### config.mk
export PLATFORM = sky130hd
export DESIGN_NAME = serial_add_ctrl
export DESIGN_NICKNAME = d
export VERILOG_FILES = /design/src/rtl/serial_add_pkg.sv /design/src/rtl/full_adder.sv /design/src/rtl/half_adder.sv /design/src/rtl/serial_add_ctrl.sv
export SDC_FILE = /design/constraint.sdc
export NUM_CORES = 1
export LEC_CHECK = 0
export ABC_AREA = 1
export CAP_MARGIN = 5
export CORE_MARGIN = 8
export CORE_UTILIZATION = 54
export CTS_CLUSTER_DIAMETER = 60
export CTS_CLUSTER_SIZE = 40
export DETAILED_ROUTE_END_ITERATION = 8
export PLACE_DENSITY_LB_ADDON = 0.05
export SLEW_MARGIN = 20
export SYNTH_ARGS = -nofsm -noshare
export SYNTH_HDL_FRONTEND = slang
export SYNTH_HIERARCHICAL = 1
export SYNTH_SLANG_ARGS = --single-unit
### constraint.sdc
create_clock -name clk -period 1.8 [get_ports clk]
set_input_delay 0.54 -clock clk [delete_from_list [all_inputs] [get_ports clk]]
set_output_delay 0.54 -clock clk [all_outputs]
set_load 0.02 [all_outputs]
### src/rtl/serial_add_pkg.sv
// Shared definitions for the bit-serial adder sequencer: state encodings and
// the bit-counter width helper.
package serial_add_pkg;

  typedef enum logic [1:0] {
    ST_IDLE = 2'd0,
    ST_RUN  = 2'd1,
    ST_DONE = 2'd2
  } state_t;

  // Counter must be at least one bit wide even when WIDTH is 1.
  function automatic int cnt_width(input int width);
    int w;
    w = $clog2(width);
    return (w < 1) ? 1 : w;
  endfunction

endpackage

### src/rtl/full_adder.sv
// One-bit full adder built from two half adders and an OR on the carries.
module full_adder (
  input  logic a,
  input  logic b,
  input  logic cin,
  output logic sum,
  output logic cout
);

  logic s0_s;
  logic c0_s;
  logic c1_s;

  half_adder u_ha0 (
    .a     (a),
    .b     (b),
    .sum   (s0_s),
    .carry (c0_s)
  );

  half_adder u_ha1 (
    .a     (s0_s),
    .b     (cin),
    .sum   (sum),
    .carry (c1_s)
  );

  assign cout = c0_s | c1_s;

endmodule

### src/rtl/half_adder.sv
// Single-bit half adder cell shared by the serial adder datapath.
module half_adder (
  input  logic a,
  input  logic b,
  output logic sum,
  output logic carry
);

  assign sum   = a ^ b;
  assign carry = a & b;

endmodule

### src/rtl/serial_add_ctrl.sv
// Bit-serial adder sequencer: walks WIDTH-bit operands LSB-first through one
// shared full adder, with valid/ready handshakes on both sides.
module serial_add_ctrl
  import serial_add_pkg::*;
#(
  parameter int WIDTH = 8
) (
  input  logic             clk,
  input  logic             rst_n,
  input  logic             in_valid,
  output logic             in_ready,
  input  logic [WIDTH-1:0] a,
  input  logic [WIDTH-1:0] b,
  input  logic             cin,
  output logic             out_valid,
  input  logic             out_ready,
  output logic [WIDTH-1:0] sum,
  output logic             cout,
  output logic             busy
);

  localparam int            CW   = cnt_width(WIDTH);
  localparam logic [CW-1:0] LAST = CW'(WIDTH - 1);

  state_t           state_r;
  state_t           state_nxt_s;
  logic [WIDTH-1:0] a_sh_r;
  logic [WIDTH-1:0] b_sh_r;
  logic [WIDTH-1:0] sum_r;
  logic [WIDTH-1:0] sum_nxt_s;
  logic             carry_r;
  logic             cout_r;
  logic [CW-1:0]    cnt_r;
  logic             fa_sum_s;
  logic             fa_cout_s;
  logic             accept_s;
  logic             last_s;

  full_adder u_fa (
    .a    (a_sh_r[0]),
    .b    (b_sh_r[0]),
    .cin  (carry_r),
    .sum  (fa_sum_s),
    .cout (fa_cout_s)
  );

  // New sum bit enters at the MSB so bit i lands at sum[i] after WIDTH shifts.
  generate
    if (WIDTH == 1) begin : g_sum_w1
      assign sum_nxt_s = fa_sum_s;
    end else begin : g_sum_wn
      assign sum_nxt_s = {fa_sum_s, sum_r[WIDTH-1:1]};
    end
  endgenerate

  assign accept_s = in_valid & in_ready;
  assign last_s   = (cnt_r == LAST);
  assign sum      = sum_r;
  assign cout     = cout_r;

  // State register.
  always_ff @(posedge clk or negedge rst_n) begin
    if (!rst_n) begin
      state_r <= ST_IDLE;
    end else begin
      state_r <= state_nxt_s;
    end
  end

  // Next-state logic.
  always_comb begin
    state_nxt_s = state_r;
    case (state_r)
      ST_IDLE: begin
        if (in_valid) state_nxt_s = ST_RUN;
        else          state_nxt_s = ST_IDLE;
      end
      ST_RUN: begin
        if (last_s) state_nxt_s = ST_DONE;
        else        state_nxt_s = ST_RUN;
      end
      ST_DONE: begin
        if (out_ready && in_valid) state_nxt_s = ST_RUN;
        else if (out_ready)        state_nxt_s = ST_IDLE;
        else                       state_nxt_s = ST_DONE;
      end
      default: state_nxt_s = ST_IDLE;
    endcase
  end

  // Handshake and status outputs decoded from the state register.
  always_comb begin
    in_ready  = 1'b0;
    out_valid = 1'b0;
    busy      = 1'b0;
    case (state_r)
      ST_IDLE: begin
        in_ready = 1'b1;
      end
      ST_RUN: begin
        busy = 1'b1;
      end
      ST_DONE: begin
        out_valid = 1'b1;
        busy      = 1'b1;
        in_ready  = out_ready;
      end
      default: begin
        in_ready = 1'b0;
      end
    endcase
  end

  // Operand load on accept, one adder step per RUN cycle.
  always_ff @(posedge clk or negedge rst_n) begin
    if (!rst_n) begin
      a_sh_r  <= {WIDTH{1'b0}};
      b_sh_r  <= {WIDTH{1'b0}};
      sum_r   <= {WIDTH{1'b0}};
      carry_r <= 1'b0;
      cout_r  <= 1'b0;
      cnt_r   <= {CW{1'b0}};
    end else begin
      case (state_r)
        ST_RUN: begin
          a_sh_r  <= a_sh_r >> 1'b1;
          b_sh_r  <= b_sh_r >> 1'b1;
          sum_r   <= sum_nxt_s;
          carry_r <= fa_cout_s;
          cnt_r   <= cnt_r + CW'(1'b1);
          if (last_s) cout_r <= fa_cout_s;
        end
        default: begin
          // Result registers stay frozen here; only a fresh accept reloads.
          if (accept_s) begin
            a_sh_r  <= a;
            b_sh_r  <= b;
            carry_r <= cin;
            cnt_r   <= {CW{1'b0}};
          end
        end
      endcase
    end
  end

endmodule

* Word level (Yosys, flattened, before mapping)
Cells that the tools add are included.
Word-level totals: logic and storage cells 38, RAM bits 0, ROM bits 0, input port bits 21, bits in latches 0, memories 0, output and inout bits 12, flip-flop bits (word level) 31
Cells by class: multiply operators 0, shift operators 0, equal/unequal tests 3, $lt $le $gt $ge 0, bitwise gates (word level) 6, add/subtract/negate cells 1, reductions and logical operators 5, div/mod/pow operators 0, multiplexer cells 16
Operator list (number):
- 2-to-1 mux 8 bit | 4
- 2-to-1 mux 2 bit | 3
- 2-to-1 mux 3 bit | 2
- one-hot mux 2 bit (3 select lines) | 1
- 2-to-1 mux 1 bit | 5
- adder 3 x 1 -> 3 bit (second input constant) | 1
- bitwise AND 1 bit | 3
- == test 3 bit (second input constant) | 1
- == test 2 x 1 -> 1 bit (second input constant) | 1
- == test 2 bit (second input constant) | 1
- zero test 2 bit | 1
- one-hot mux 1 bit (2 select lines) | 1
- AND reduction 2 bit | 1
- nonzero test 2 bit | 1
- OR reduction 2 bit | 1
- bitwise XOR 1 bit | 2
- logical AND 1 bit | 1
- bitwise OR 1 bit | 1

* Depth between registers and ports, before layout
word-level depth 5, depth in mapped cells 9, depth with buffers taken out 8

* Cells and area by module
The synthesis kept the hierarchy.
Modules (own cells, without submodules):
- serial_add_ctrl | cells an instance 195, instances 1, area each 1575.3 um^2
- half_adder | cells an instance 1, instances 2, area each 12.5 um^2
- full_adder | cells an instance 3, instances 1, area each 11.3 um^2

* Worst setup path after synthesis
OpenSTA, ideal clock, no wires.
path type flip-flop to output port, from reg state_r[0], to out in_ready, data required time 1.260 ns, setup slack 0.275 ns, stages on the path, launching flop included 5, path buffers 0, arrival 0.985 ns, cell sequence dfrtp_1 -> inv_1 -> ha_1 -> nand2_1 -> nand2_2
On the way: longest elaborated chain between the ends 2, elaborated cells between the ends (all ways) 3, those cells by class eq/ne: 1; mux: 1; reduce/logical: 1
Ends and longest elaborated chain:
- from (decl) | RTL line serial_add_ctrl.sv:25 | state_t state_r;
- from (signal assigned) | RTL line serial_add_ctrl.sv:66 | state_r <= state_nxt_s;
- == test 2 bit or zero test 2 bit (tied branches) | RTL line serial_add_ctrl.sv:96 | case (state_r)
- one-hot mux 1 bit (2 select lines) (*) | RTL line serial_add_ctrl.sv:96
- to (decl) | RTL line serial_add_ctrl.sv:11 | output logic in_ready,
Mark *: on every way between the ends. The rest lies on a longest branch, timed or not.

* Worst setup path in the final report
from reg state_r[1], to out busy
On the way: longest elaborated chain between the ends 3, elaborated cells between the ends (all ways) 4, those cells by class eq/ne: 2; mux: 1; reduce/logical: 1
Ends and longest elaborated chain:
- == test 2 bit or == test 2 x 1 -> 1 bit (tied branches) | RTL line serial_add_ctrl.sv:96
- OR reduction 2 bit (no line) (*)
- 2-to-1 mux 1 bit (*) | RTL line serial_add_ctrl.sv:96
- to (decl) | RTL line serial_add_ctrl.sv:19 | output logic busy
Marked as above.

==> results.yml <==
outcome:
  status: "finished, final reports clean"
floorplanning:
  die_h_um: 70.63
  core_area_sq_mm: 0.002953
  ios: 33
  initial_core_util: 0.5458
  fp.dieW_um: 70.63
  num_rows: 20
  die_area_sq_mm: 0.004989
routing:
  drc: 0
  final_antenna_net_count: 0
  routed_wl_um: 3383
  vias: 1331
  first_pass_iters: 4
  post_drt_wl_per_cell_um: 12.58
  vias_per_cell: 4.948
  drt_iter0_markers: 92
synth:
  synth_fp_nets: 229
  syn_area_sq_mm: 0.001612
  seq_area_frac_synth: 0.4814
  syn_area_per_cell_sq_um: 8.058
  ys_ff_latch: 31
  ys_types: 19
  yosys_warnings: 6
  synthCells: 200
clock_tree:
  clock-root-buffer: "clkbuf_4"
  clock_latency_ns: 0.32
  clock_sinks: 31
  h-tree-depth: 2
  clockBufferDepth: 2
  cts_buffers: 5
  cts_tree: "done"
  clk_pin_slew_ns: 0.08
global_route:
  grt-ovfl-total: 0
  grt_pass1_wl_um: 5961
  grt_util_all_layers: 0.1451
  grt_max_degree: 50
  antenna_found_initial: 0
  grt_pass1_vias: 1339
cells_and_area:
  n_antenna_cell: 0
  final_cell_mix: "nand2_1 (107), dfrtp_1 (31), nand3_1 (20)"
  nets: 266
  final_layout_size_suffix_gt1_frac: 0.1059
  fin_cells: 269
  final_cell_area_sq_mm: 0.001973
  post-route-util: 0.6682
  syn2layout_area_growth_pct: 22.44
  final_common_cell: "nand2_1"
place:
  place_inst: 263
  port_buffers: 32
  placed_area_sq_mm: 0.001931
  place.gp.congestion: 0.7320
  dp_hpwl_um: 2294
  place_ws_ns: -0.4959
pwr:
  power.density_mw_per_mm2: 1630
  total_leakage_power_nw: 1.107
  total_power_mw: 3.217
  peakVddDrop_v: 0.001348
sta:
  max_freq_mhz: 573.7
  setup_ws_ns: 0.05692
  finalMaxSlewViolations: 0
  whs_ns: 0.4800
  fin_crit_ns: 1.743
  min_period_over_period: 0.9684
  setup_viol_count_final: 0
  fin_skew_ns: 0.006307
  slew_headroom: 0.7408
  tightest_slew_ns: 0.3889
  setup-tns-final_ns: 0
  final_hold_viol_count: 0
  rsz0062_at_grt: "yes"
worst_setup_path:
  max_stage_delay_ns: 0.42
  start_kind: "register"
  critPathBufInv: 2
  cp_top_family: "flip-flops"
  required_ns: 1.26
  cp-end-kind: "output pin"
  path_max_fanout: 3
  cp_cell_sequence: "inv_2 > ha_1 > buf_6"
  worstPathArrival_ns: 1.20
  slowest_stage: "dfrtp_1"
  critPathKind: "reg2out"
worst_hold_path:
  hold_path_class: "reg2reg"
flow_run:
  timing.max_cap.violations: 0
[report_power, final]
group	switching (mW)	internal, mW
Combinational	1.06	0.641
Sequential	0.173	0.994
Clock	0.213	0.139
[final timing paths]
check | slack [ns] | depth (start not counted) | start | endpoint
hold / removal | 0.48 | 2 | sum[0] | sum[0]
setup reg to reg | 0.24 | 7 | state_r[1] | cout
max in group asynchronous | 0.91 | 2 | rst_n | cnt_r[2]
hold reg to reg | 0.48 | 2 | sum[0] | sum[0]
setup / recovery | 0.06 | 3 | state_r[1] | busy
min in group asynchronous | 0.60 | 2 | rst_n | b_sh_r[3]
[repair_timing]
| item | CTS | global route |
|---|---|---|
| gates resized for setup | 23 | 7 |
| pin swaps | 0 | 1 |
| endpoints found under the setup margin | 12 | 1 |
| setup buffers | 0 | 0 |
| hold buffers | 0 | 0 |
[kinds of logic (layout without fill, tap and decap cells)]
family                     after synthesis  count (layout)  synth area share
DFF                                     31              31            0.4814
adders and majority gates                8               8           0.06211
and+or+nand+nor                        134             134            0.3416
AOI/OAI and AO/OA                        5               5           0.01785
buffers and inverters                   22              58           0.09705
[routing by layer]
metal  global-route usage  wire length (um)  up-vias
li1                     -                 -      691
met1               0.1754              1534      611
met2               0.2330              1670       27
met3              0.05650               164        2
met4              0.04157                13        0
met5                    0                 0        -
[worst register-to-register path, cell delays in order, from the launching register on]
cell and delay, ns:
dfrtp_1 0.43, inv_2 0.07, buf_4 0.09, ha_1 0.24, buf_4 0.31, nand2_1 0.14
nand2_1 0.07, o21ai_0 0.08
[registers in the layout, summed over array words and instances, names as in the netlist]
name / flops
state_r: 2
sum: 8
carry_r: 1
cnt_r: 3
cout: 1
b_sh_r: 8
a_sh_r: 8
[area by class of cell]
class	count	area, sq um
timing repair buffer	41	376.6
tap	33	41.29
fill	261	979.7
clock buffer	6	41.29
multi-input combinational	147	691.9
sequential	31	775.7
inverter	11	46.29
[synthesized netlist by cell type]
| master | instances | area, sq um |
|---|---|---|
| nand2_2 | 2 | 12.51 |
| buf_2 | 1 | 5.000 |
| dfrtp_1 | 31 | 775.7 |
| buf_6 | 4 | 45.04 |
| inv_6 | 1 | 8.760 |
| o21ai_2 | 1 | 8.760 |
| inv_1 | 10 | 37.54 |
| nand2_1 | 107 | 401.6 |
| or2_1 | 1 | 6.260 |
| o21ai_0 | 2 | 10.01 |
| buf_8 | 2 | 30.03 |
| nand2_4 | 1 | 11.26 |
| nand3_1 | 20 | 100.1 |
| o21ai_1 | 1 | 5.000 |
| a21oi_1 | 1 | 5.000 |
| buf_4 | 4 | 30.03 |
| nand4_1 | 2 | 12.51 |
| or2_0 | 1 | 6.260 |
| ha_1 | 8 | 100.1 |
Note: power is estimated with default switching activity, not from simulation.
